===== config.mk =====
export PLATFORM = sky130hd
export DESIGN_NAME = wb_b3_burst_master_flat
export DESIGN_NICKNAME = d
export VERILOG_FILES = /design/src/rtl/wb_b3_burst_master_if.sv /design/src/rtl/wb_b3_burst_master.sv /design/src/flat_wrapper.sv
export SDC_FILE = /design/constraint.sdc
export NUM_CORES = 1
export LEC_CHECK = 0
export CORE_ASPECT_RATIO = 1.5
export CORE_UTILIZATION = 27
export CTS_CLUSTER_DIAMETER = 40
export DETAILED_ROUTE_END_ITERATION = 8
export GPL_ROUTABILITY_DRIVEN = 0
export GPL_TIMING_DRIVEN = 0
export PLACE_DENSITY_LB_ADDON = 0.15
export SLEW_MARGIN = 20
export SYNTH_ARGS = -nofsm -noshare
export SYNTH_HDL_FRONTEND = slang
export SYNTH_SLANG_ARGS = --single-unit

===== constraint.sdc =====
create_clock -name wb_clk_i -period 1.3 [get_ports wb_clk_i]
set_input_delay 0.26 -clock wb_clk_i [delete_from_list [all_inputs] [get_ports wb_clk_i]]
set_output_delay 0.26 -clock wb_clk_i [all_outputs]
set_load 0.01 [all_outputs]

===== src/rtl/wb_b3_burst_master_if.sv =====
// Wishbone B3 bus bundle between the burst master and the burst RAM slave.
// Signals (master view): adr[31:0], bte[1:0], cti[2:0], cyc, stb, we,
//   sel[3:0], dat_w[31:0] out; dat_r[31:0], ack, err, rty in.
interface wb_b3_burst_master_if;
    logic [31:0] adr;
    logic [1:0]  bte;
    logic [2:0]  cti;
    logic        cyc;
    logic        stb;
    logic        we;
    logic [3:0]  sel;
    logic [31:0] dat_w;   // master -> slave write data
    logic [31:0] dat_r;   // slave -> master read data
    logic        ack;
    logic        err;
    logic        rty;

    modport master (
        output adr, bte, cti, cyc, stb, we, sel, dat_w,
        input  dat_r, ack, err, rty
    );

    modport slave (
        input  adr, bte, cti, cyc, stb, we, sel, dat_w,
        output dat_r, ack, err, rty
    );
endinterface


===== src/rtl/wb_b3_burst_master.sv =====
// Wishbone B3 master: turns one request command into a single classic beat
// or a wrapping incrementing burst (critical word first) for cache-line
// refill/writeback against the on-chip burst RAM slave.
// Ports:
//   wb_clk_i, wb_rst_i (sync, active high)
//   req_valid_i/req_ready_o, req_we_i, req_single_i, req_adr_i, req_sel_i : command
//   wr_dat_i/wr_beat_o : write word stream, one word per acked beat
//   rd_dat_o/rd_valid_o : read word stream, one word per acked beat
//   done_o/err_o : end-of-transaction pulse, err_o marks an abort
//   wb : Wishbone B3 master modport
// Optional feature: define WB_MASTER_TIMEOUT_EN to abort a transaction after
// TIMEOUT_CYC cycles of stb high without an ack/err/rty.
module wb_b3_burst_master #(
    parameter int unsigned BEATS       = 4,
    parameter int unsigned TIMEOUT_CYC = 255
) (
    input  logic        wb_clk_i,
    input  logic        wb_rst_i,
    input  logic        req_valid_i,
    output logic        req_ready_o,
    input  logic        req_we_i,
    input  logic        req_single_i,
    input  logic [31:0] req_adr_i,
    input  logic [3:0]  req_sel_i,
    input  logic [31:0] wr_dat_i,
    output logic        wr_beat_o,
    output logic [31:0] rd_dat_o,
    output logic        rd_valid_o,
    output logic        done_o,
    output logic        err_o,
    wb_b3_burst_master_if.master wb
);
    localparam int unsigned OFF_W = $clog2(BEATS);
    localparam logic [1:0] BTE_BURST = (BEATS == 16) ? 2'b11 :
                                       (BEATS == 8)  ? 2'b10 : 2'b01;
    localparam logic [1:0] BTE_LINEAR  = 2'b00;
    localparam logic [2:0] CTI_CLASSIC = 3'b000;
    localparam logic [2:0] CTI_INCR    = 3'b010;
    localparam logic [2:0] CTI_END     = 3'b111;
    localparam logic [OFF_W-1:0] LAST_BEAT = OFF_W'(BEATS - 1);

    typedef enum logic [1:0] {IDLE, BUS, DONE} state_t;

    state_t           state, state_n;
    logic             cyc, cyc_n, stb, stb_n, we, we_n, single, single_n;
    logic [2:0]       cti, cti_n;
    logic [1:0]       bte, bte_n;
    logic [31:0]      adr, adr_n;
    logic [3:0]       sel, sel_n;
    logic [OFF_W-1:0] beat, beat_n;
    logic             done, done_n, err, err_n;
    logic             acked, abort, beat_ok, tmo_hit;

`ifdef WB_MASTER_TIMEOUT_EN
    logic [7:0] tmo_cnt, tmo_cnt_n;

    // Counts stalled strobe cycles; any ack or leaving BUS clears it.
    always_comb begin
        tmo_cnt_n = '0;
        if (state == BUS && !wb.ack) tmo_cnt_n = tmo_cnt + 8'd1;
    end

    always_ff @(posedge wb_clk_i) begin
        if (wb_rst_i) tmo_cnt <= '0;
        else          tmo_cnt <= tmo_cnt_n;
    end

    assign tmo_hit = stb & ~wb.ack & (tmo_cnt == 8'(TIMEOUT_CYC - 1));

    logic unused_ok;
    assign unused_ok = &{1'b0, req_adr_i[1:0]};
`else
    assign tmo_hit = 1'b0;

    logic unused_ok;
    assign unused_ok = &{1'b0, req_adr_i[1:0], 8'(TIMEOUT_CYC)};
`endif

    // An ack only counts while strobing; err/rty/timeout override a same-cycle ack.
    assign acked   = wb.ack & stb;
    assign abort   = (stb & (wb.err | wb.rty)) | tmo_hit;
    assign beat_ok = acked & ~abort;

    // Next-state and registered-output logic.
    always_comb begin
        state_n  = state;
        cyc_n    = cyc;
        stb_n    = stb;
        we_n     = we;
        single_n = single;
        cti_n    = cti;
        bte_n    = bte;
        adr_n    = adr;
        sel_n    = sel;
        beat_n   = beat;
        done_n   = 1'b0;
        err_n    = 1'b0;
        case (state)
            IDLE: begin
                if (req_valid_i) begin
                    state_n  = BUS;
                    cyc_n    = 1'b1;
                    stb_n    = 1'b1;
                    we_n     = req_we_i;
                    single_n = req_single_i;
                    beat_n   = '0;
                    adr_n    = {req_adr_i[31:2], 2'b00};
                    if (req_single_i) begin
                        cti_n = CTI_CLASSIC;
                        bte_n = BTE_LINEAR;
                        sel_n = req_sel_i;
                    end else begin
                        cti_n = CTI_INCR;
                        bte_n = BTE_BURST;
                        sel_n = 4'hf;
                    end
                end
            end
            BUS: begin
                if (abort) begin
                    state_n = DONE;
                    cyc_n   = 1'b0;
                    stb_n   = 1'b0;
                    cti_n   = CTI_CLASSIC;
                    done_n  = 1'b1;
                    err_n   = 1'b1;
                end else if (acked) begin
                    if (single || beat == LAST_BEAT) begin
                        state_n = DONE;
                        cyc_n   = 1'b0;
                        stb_n   = 1'b0;
                        cti_n   = CTI_CLASSIC;
                        done_n  = 1'b1;
                    end else begin
                        beat_n = beat + OFF_W'(1);
                        // Offset field wraps inside the line; base bits untouched.
                        adr_n[OFF_W+1:2] = adr[OFF_W+1:2] + OFF_W'(1);
                        cti_n  = (beat_n == LAST_BEAT) ? CTI_END : CTI_INCR;
                    end
                end
            end
            DONE:    state_n = IDLE;
            default: state_n = IDLE;
        endcase
    end

    // State register.
    always_ff @(posedge wb_clk_i) begin
        if (wb_rst_i) begin
            state  <= IDLE;
            cyc    <= 1'b0;
            stb    <= 1'b0;
            we     <= 1'b0;
            single <= 1'b0;
            cti    <= CTI_CLASSIC;
            bte    <= BTE_LINEAR;
            adr    <= '0;
            sel    <= '0;
            beat   <= '0;
            done   <= 1'b0;
            err    <= 1'b0;
        end else begin
            state  <= state_n;
            cyc    <= cyc_n;
            stb    <= stb_n;
            we     <= we_n;
            single <= single_n;
            cti    <= cti_n;
            bte    <= bte_n;
            adr    <= adr_n;
            sel    <= sel_n;
            beat   <= beat_n;
            done   <= done_n;
            err    <= err_n;
        end
    end

    assign req_ready_o = (state == IDLE);
    assign rd_valid_o  = beat_ok & ~we;
    assign wr_beat_o   = beat_ok & we;
    assign rd_dat_o    = wb.dat_r;
    assign done_o      = done;
    assign err_o       = err;

    assign wb.cyc   = cyc;
    assign wb.stb   = stb;
    assign wb.we    = we;
    assign wb.cti   = cti;
    assign wb.bte   = bte;
    assign wb.adr   = adr;
    assign wb.sel   = sel;
    assign wb.dat_w = wr_dat_i;
endmodule


===== src/flat_wrapper.sv =====
// flat-port wrapper written by rule: the top's interface ports become plain ports
module wb_b3_burst_master_flat 
#(
    parameter int unsigned BEATS       = 4,
    parameter int unsigned TIMEOUT_CYC = 255
)
  (wb_clk_i, wb_rst_i, req_valid_i, req_ready_o, req_we_i, req_single_i, req_adr_i, req_sel_i, wr_dat_i, wr_beat_o, rd_dat_o, rd_valid_o, done_o, err_o, wb_adr, wb_bte, wb_cti, wb_cyc, wb_stb, wb_we, wb_sel, wb_dat_w, wb_dat_r, wb_ack, wb_err, wb_rty);
  wb_b3_burst_master_if wb_i ();
  input  logic wb_clk_i;
  input  logic wb_rst_i;
  input  logic req_valid_i;
  output logic req_ready_o;
  input  logic req_we_i;
  input  logic req_single_i;
  input  logic [31:0] req_adr_i;
  input  logic [3:0] req_sel_i;
  input  logic [31:0] wr_dat_i;
  output logic wr_beat_o;
  output logic [31:0] rd_dat_o;
  output logic rd_valid_o;
  output logic done_o;
  output logic err_o;
  output wire logic [$bits(wb_i.adr)-1:0] wb_adr;
  output wire logic [$bits(wb_i.bte)-1:0] wb_bte;
  output wire logic [$bits(wb_i.cti)-1:0] wb_cti;
  output wire logic [$bits(wb_i.cyc)-1:0] wb_cyc;
  output wire logic [$bits(wb_i.stb)-1:0] wb_stb;
  output wire logic [$bits(wb_i.we)-1:0] wb_we;
  output wire logic [$bits(wb_i.sel)-1:0] wb_sel;
  output wire logic [$bits(wb_i.dat_w)-1:0] wb_dat_w;
  input wire logic [$bits(wb_i.dat_r)-1:0] wb_dat_r;
  input wire logic [$bits(wb_i.ack)-1:0] wb_ack;
  input wire logic [$bits(wb_i.err)-1:0] wb_err;
  input wire logic [$bits(wb_i.rty)-1:0] wb_rty;
  assign wb_adr = wb_i.adr;
  assign wb_bte = wb_i.bte;
  assign wb_cti = wb_i.cti;
  assign wb_cyc = wb_i.cyc;
  assign wb_stb = wb_i.stb;
  assign wb_we = wb_i.we;
  assign wb_sel = wb_i.sel;
  assign wb_dat_w = wb_i.dat_w;
  assign wb_i.dat_r = wb_dat_r;
  assign wb_i.ack = wb_ack;
  assign wb_i.err = wb_err;
  assign wb_i.rty = wb_rty;
  wb_b3_burst_master #(.BEATS(BEATS), .TIMEOUT_CYC(TIMEOUT_CYC)) u_core (.wb_clk_i(wb_clk_i), .wb_rst_i(wb_rst_i), .req_valid_i(req_valid_i), .req_ready_o(req_ready_o), .req_we_i(req_we_i), .req_single_i(req_single_i), .req_adr_i(req_adr_i), .req_sel_i(req_sel_i), .wr_dat_i(wr_dat_i), .wr_beat_o(wr_beat_o), .rd_dat_o(rd_dat_o), .rd_valid_o(rd_valid_o), .done_o(done_o), .err_o(err_o), .wb(wb_i));
endmodule

==> results <==
==> state kept, by name, indices dropped and copies added (netlist names) <==
name           count
u_core.wb.bte      1
u_core.wb.cti      2
u_core.err_o       1
u_core.wb.sel      4
u_core.wb.we       1
u_core.beat        2
u_core.wb.adr     30
u_core.state       2
u_core.single      1
u_core.done_o      1
u_core.wb.cyc      1
==> cell usage in the layout, fill, tap and decap left out, drive strengths merged <==
cell           instances
nand4                  2
a21o                   1
o311ai                 1
dfxtp                 46
ha                     2
nor3b                  5
inv                    2
o21ai                  3
mux2i                  1
nand2b                 3
nor2                  16
nor4b                  1
a211oi                 1
nor3                   8
or2b                   1
a41oi                  1
dlygate4sd2           43
conb                   3
a21bo                  1
nand3b                 1
nand3                  3
and2b                  1
buf                   98
a21oi                 39
clkdlybuf4s15          3
clkbuf                17
nand2                 62
clkdlybuf4s50        100
or3b                   1
or3                    1
==> path summary, 6_finish.rpt <==
kind                                        start  cells past startpoint  slack, ps                 to
worst max-delay path               u_core.beat[1]                      5       -210     u_core.beat[1]
worst min register to register  u_core.wb.adr[22]                      2        460  u_core.wb.adr[22]
worst max register to register     u_core.beat[1]                      5       -210     u_core.beat[1]
worst min-delay path            u_core.wb.adr[22]                      2        460  u_core.wb.adr[22]
==> cell families after synthesis <==
logic type / synth area share (%)
buf+inv: 25.8
compound gates: 11.1
simple gates: 21.0
flops: 40.4
other cells: 0.165
fa+ha+maj: 1.10
mux: 0.439
==> metal layers <==
layer	track usage, %	wire length, µm	up-vias
met5	0	0	-
met4	6.54	156	0
met3	6.22	844	13
met2	34.1	4580	160
met1	15.3	2590	1159
li1	-	-	1222
==> Yosys cell counts (2+ instances only) <==
| library cell | count | area [µm²] |
|---|---|---|
| nor2_1 | 16 | 60.1 |
| inv_1 | 2 | 7.51 |
| clkbuf_1 | 6 | 22.5 |
| buf_2 | 8 | 40.0 |
| nand2_1 | 62 | 233 |
| o21ai_0 | 3 | 15.0 |
| nor3_1 | 8 | 40.0 |
| nand3_1 | 3 | 15.0 |
| nand4_1 | 2 | 12.5 |
| ha_1 | 2 | 25.0 |
| nand2b_1 | 3 | 18.8 |
| buf_4 | 69 | 518 |
| dfxtp_1 | 46 | 921 |
| a21oi_1 | 39 | 195 |
| nor3b_1 | 5 | 37.5 |
==> layout make-up <==
type	count	area, µm²	share of cell area, %
buffer	83	672	14.1
inverter	2	7.51	0.158
sequential	46	938	19.7
clock buffer	7	133	2.78
timing repair buffer	171	1710	35.9
tap	105	131	2.76
multi-input combinational	158	1170	24.6
==> power by group through the flow <==
stage | sequential (W) | clock (W) | combinational (W)
3_5_place_dp | 0.00160 | 0 | 0.00110
4_1_cts | 0.00157 | 0.00125 | 0.00127
5_1_grt | 0.00160 | 0.00132 | 0.00149
6_report | 0.00159 | 0.00122 | 0.00140
2_1_floorplan | 0.00163 | 0 | 0.000465
3_3_place_gp | 0.00159 | 0 | 0.00109
==> metrics by stage <==
stage	TNS, ps	cell area [µm²]	cells	hold slack, ps
final	-3120	4770	572	457
after CTS	-3450	4460	565	459
after floorplan	-127	2310	289	396
after global routing	-5640	4770	572	477
after global placement	-24490	3950	544	442
after detailed placement	-24530	3950	544	445
==> tightest hold or removal path: stages (launching register included) <==
cell and delay [ps]:
dfxtp_1 310, nand2_1 50, a21oi_1 50
==> timing repair <==
| item | CTS | global route |
|---|---|---|
| cloned | 4 | 4 |
| endpoints found under the setup margin | 89 | 47 |
| pin swaps | 61 | 13 |
| setup buffers | 10 | 5 |
| resized for setup | 148 | 61 |
==> flow_summary_export.csv <==
group,metric,value,unit
run_status,status,"finished, violations left",
run_status,failed_checks,"setup timing",
clocking,cts_root_buffer,"clkbuf_16",
logic_synthesis,avgSynthCellArea,7.94,µm²
power_and_ir_drop,p_int,0.00304,W
global_route,grt_max_degree,13,
layout,drive_gt1_share,41.1,%
critical_path,crit_chain,"ha_4, nor4b_4, nand4_1, or3_1, a21oi_1",
logic_synthesis,async_flop_share,0,%
critical_path,cp_data_arrival_time,1730,ps
drt,drt.antenna.violating_nets,0,
critical_path,end_kind,"register",
floorplan,die_area,8820,µm²
clocking,cts_tree,"yes",
place,post-dp-hpwl,5500,µm
sta,finalSetupViolCount,41,
logic_synthesis,synthCells,287,
sta,hold_viol,0,
drt,via_per_inst,4.47,
sta,worst_slew_pin_slew,700,ps
power_and_ir_drop,switching_power,0.00116,W
logic_synthesis,synth_ff_type,"dfxtp_1",
clocking,numClockSinks,46,
logic_synthesis,synth_edf_count,0,
critical_path,critPathMaxFanout,3,
sta,min_period_over_period,116,%
power_and_ir_drop,vdd_drop_max,0.000661,V
critical_path,crit_family,"simple AND/OR/NAND/NOR gates",
drt,wl,8170,µm
place,port-buffer-count,150,
critical_path,cp.required,1510,ps
sta,rsz0062_at_grt,"yes",
sta,slew_violations,0,
power_and_ir_drop,power_density,882,nW/µm²
logic_synthesis,syn_area,2280,µm²
power_and_ir_drop,finalPower,0.00420,W
sta,min_period,1510,ps
logic_synthesis,yosysUniqueCellTypes,28,
floorplan,start_util,28.1,%
run,maxCapViolations,0,
place,dp_slack,-797,ps
logic_synthesis,ys_ff_latch,46,
sta,setup_ws,-213,ps
power_and_ir_drop,p_seq_share,37.7,%
floorplan,io_pins,221,
power_and_ir_drop,power_switching_share,27.7,%
power_and_ir_drop,clkPwrFrac,29.0,%
clocking,cts_buffer_depth,2,
critical_path,critPathBufInv,0,
drt,num_vias,2554,
critical_path,startpoint_type,"register",
drt,drcViolationCount,0,
logic_synthesis,ys_seq_area_share,40.4,%
global_route,antenna_found_initial,0,
clocking,cts_made_buffers,5,
floorplan,die_y,115,µm
clocking,h-tree-depth,2,
drt,drtPass1Iterations,4,
critical_path,crit_type,"register to register",
floorplan,fp-row-count,40,
layout,syn_to_final_growth,109,%
logic_synthesis,synth_warnings,0,
layout,nets,577,
floorplan,design.core.area,8110,µm²
global_route,grt_first_pass_wirelength,11800,µm
power_and_ir_drop,p_comb_share,33.3,%
floorplan,dieWidth,77.0,µm
critical_path,max_stage_delay,340,ps
clocking,clk_pin_slew_worst_paths,60,ps
layout,antenna_cells,0,
sta,fmax,661,MHz
critical_path,cpMaxStageDelayCell,"dfxtp_2",
global_route,grt_pass1_vias,2407,
drt,wl_per_cell,14.3,µm
min_path,worstHoldPathType,"register to register",
layout,fillCellCount,733,
sta,slew_headroom,53.3,%
drt,first_iter_violations,76,
clocking,clock_latency,290,ps
layout,fin_util,58.8,%
global_route,grt-ovfl-total,0,
sta,fin_skew,7.76,ps
power_and_ir_drop,leakage,2.18,nW
global_route,grt_use_total,17.1,%
clocking,hold_buffers,0,
Power figures use the tool's default switching activity.
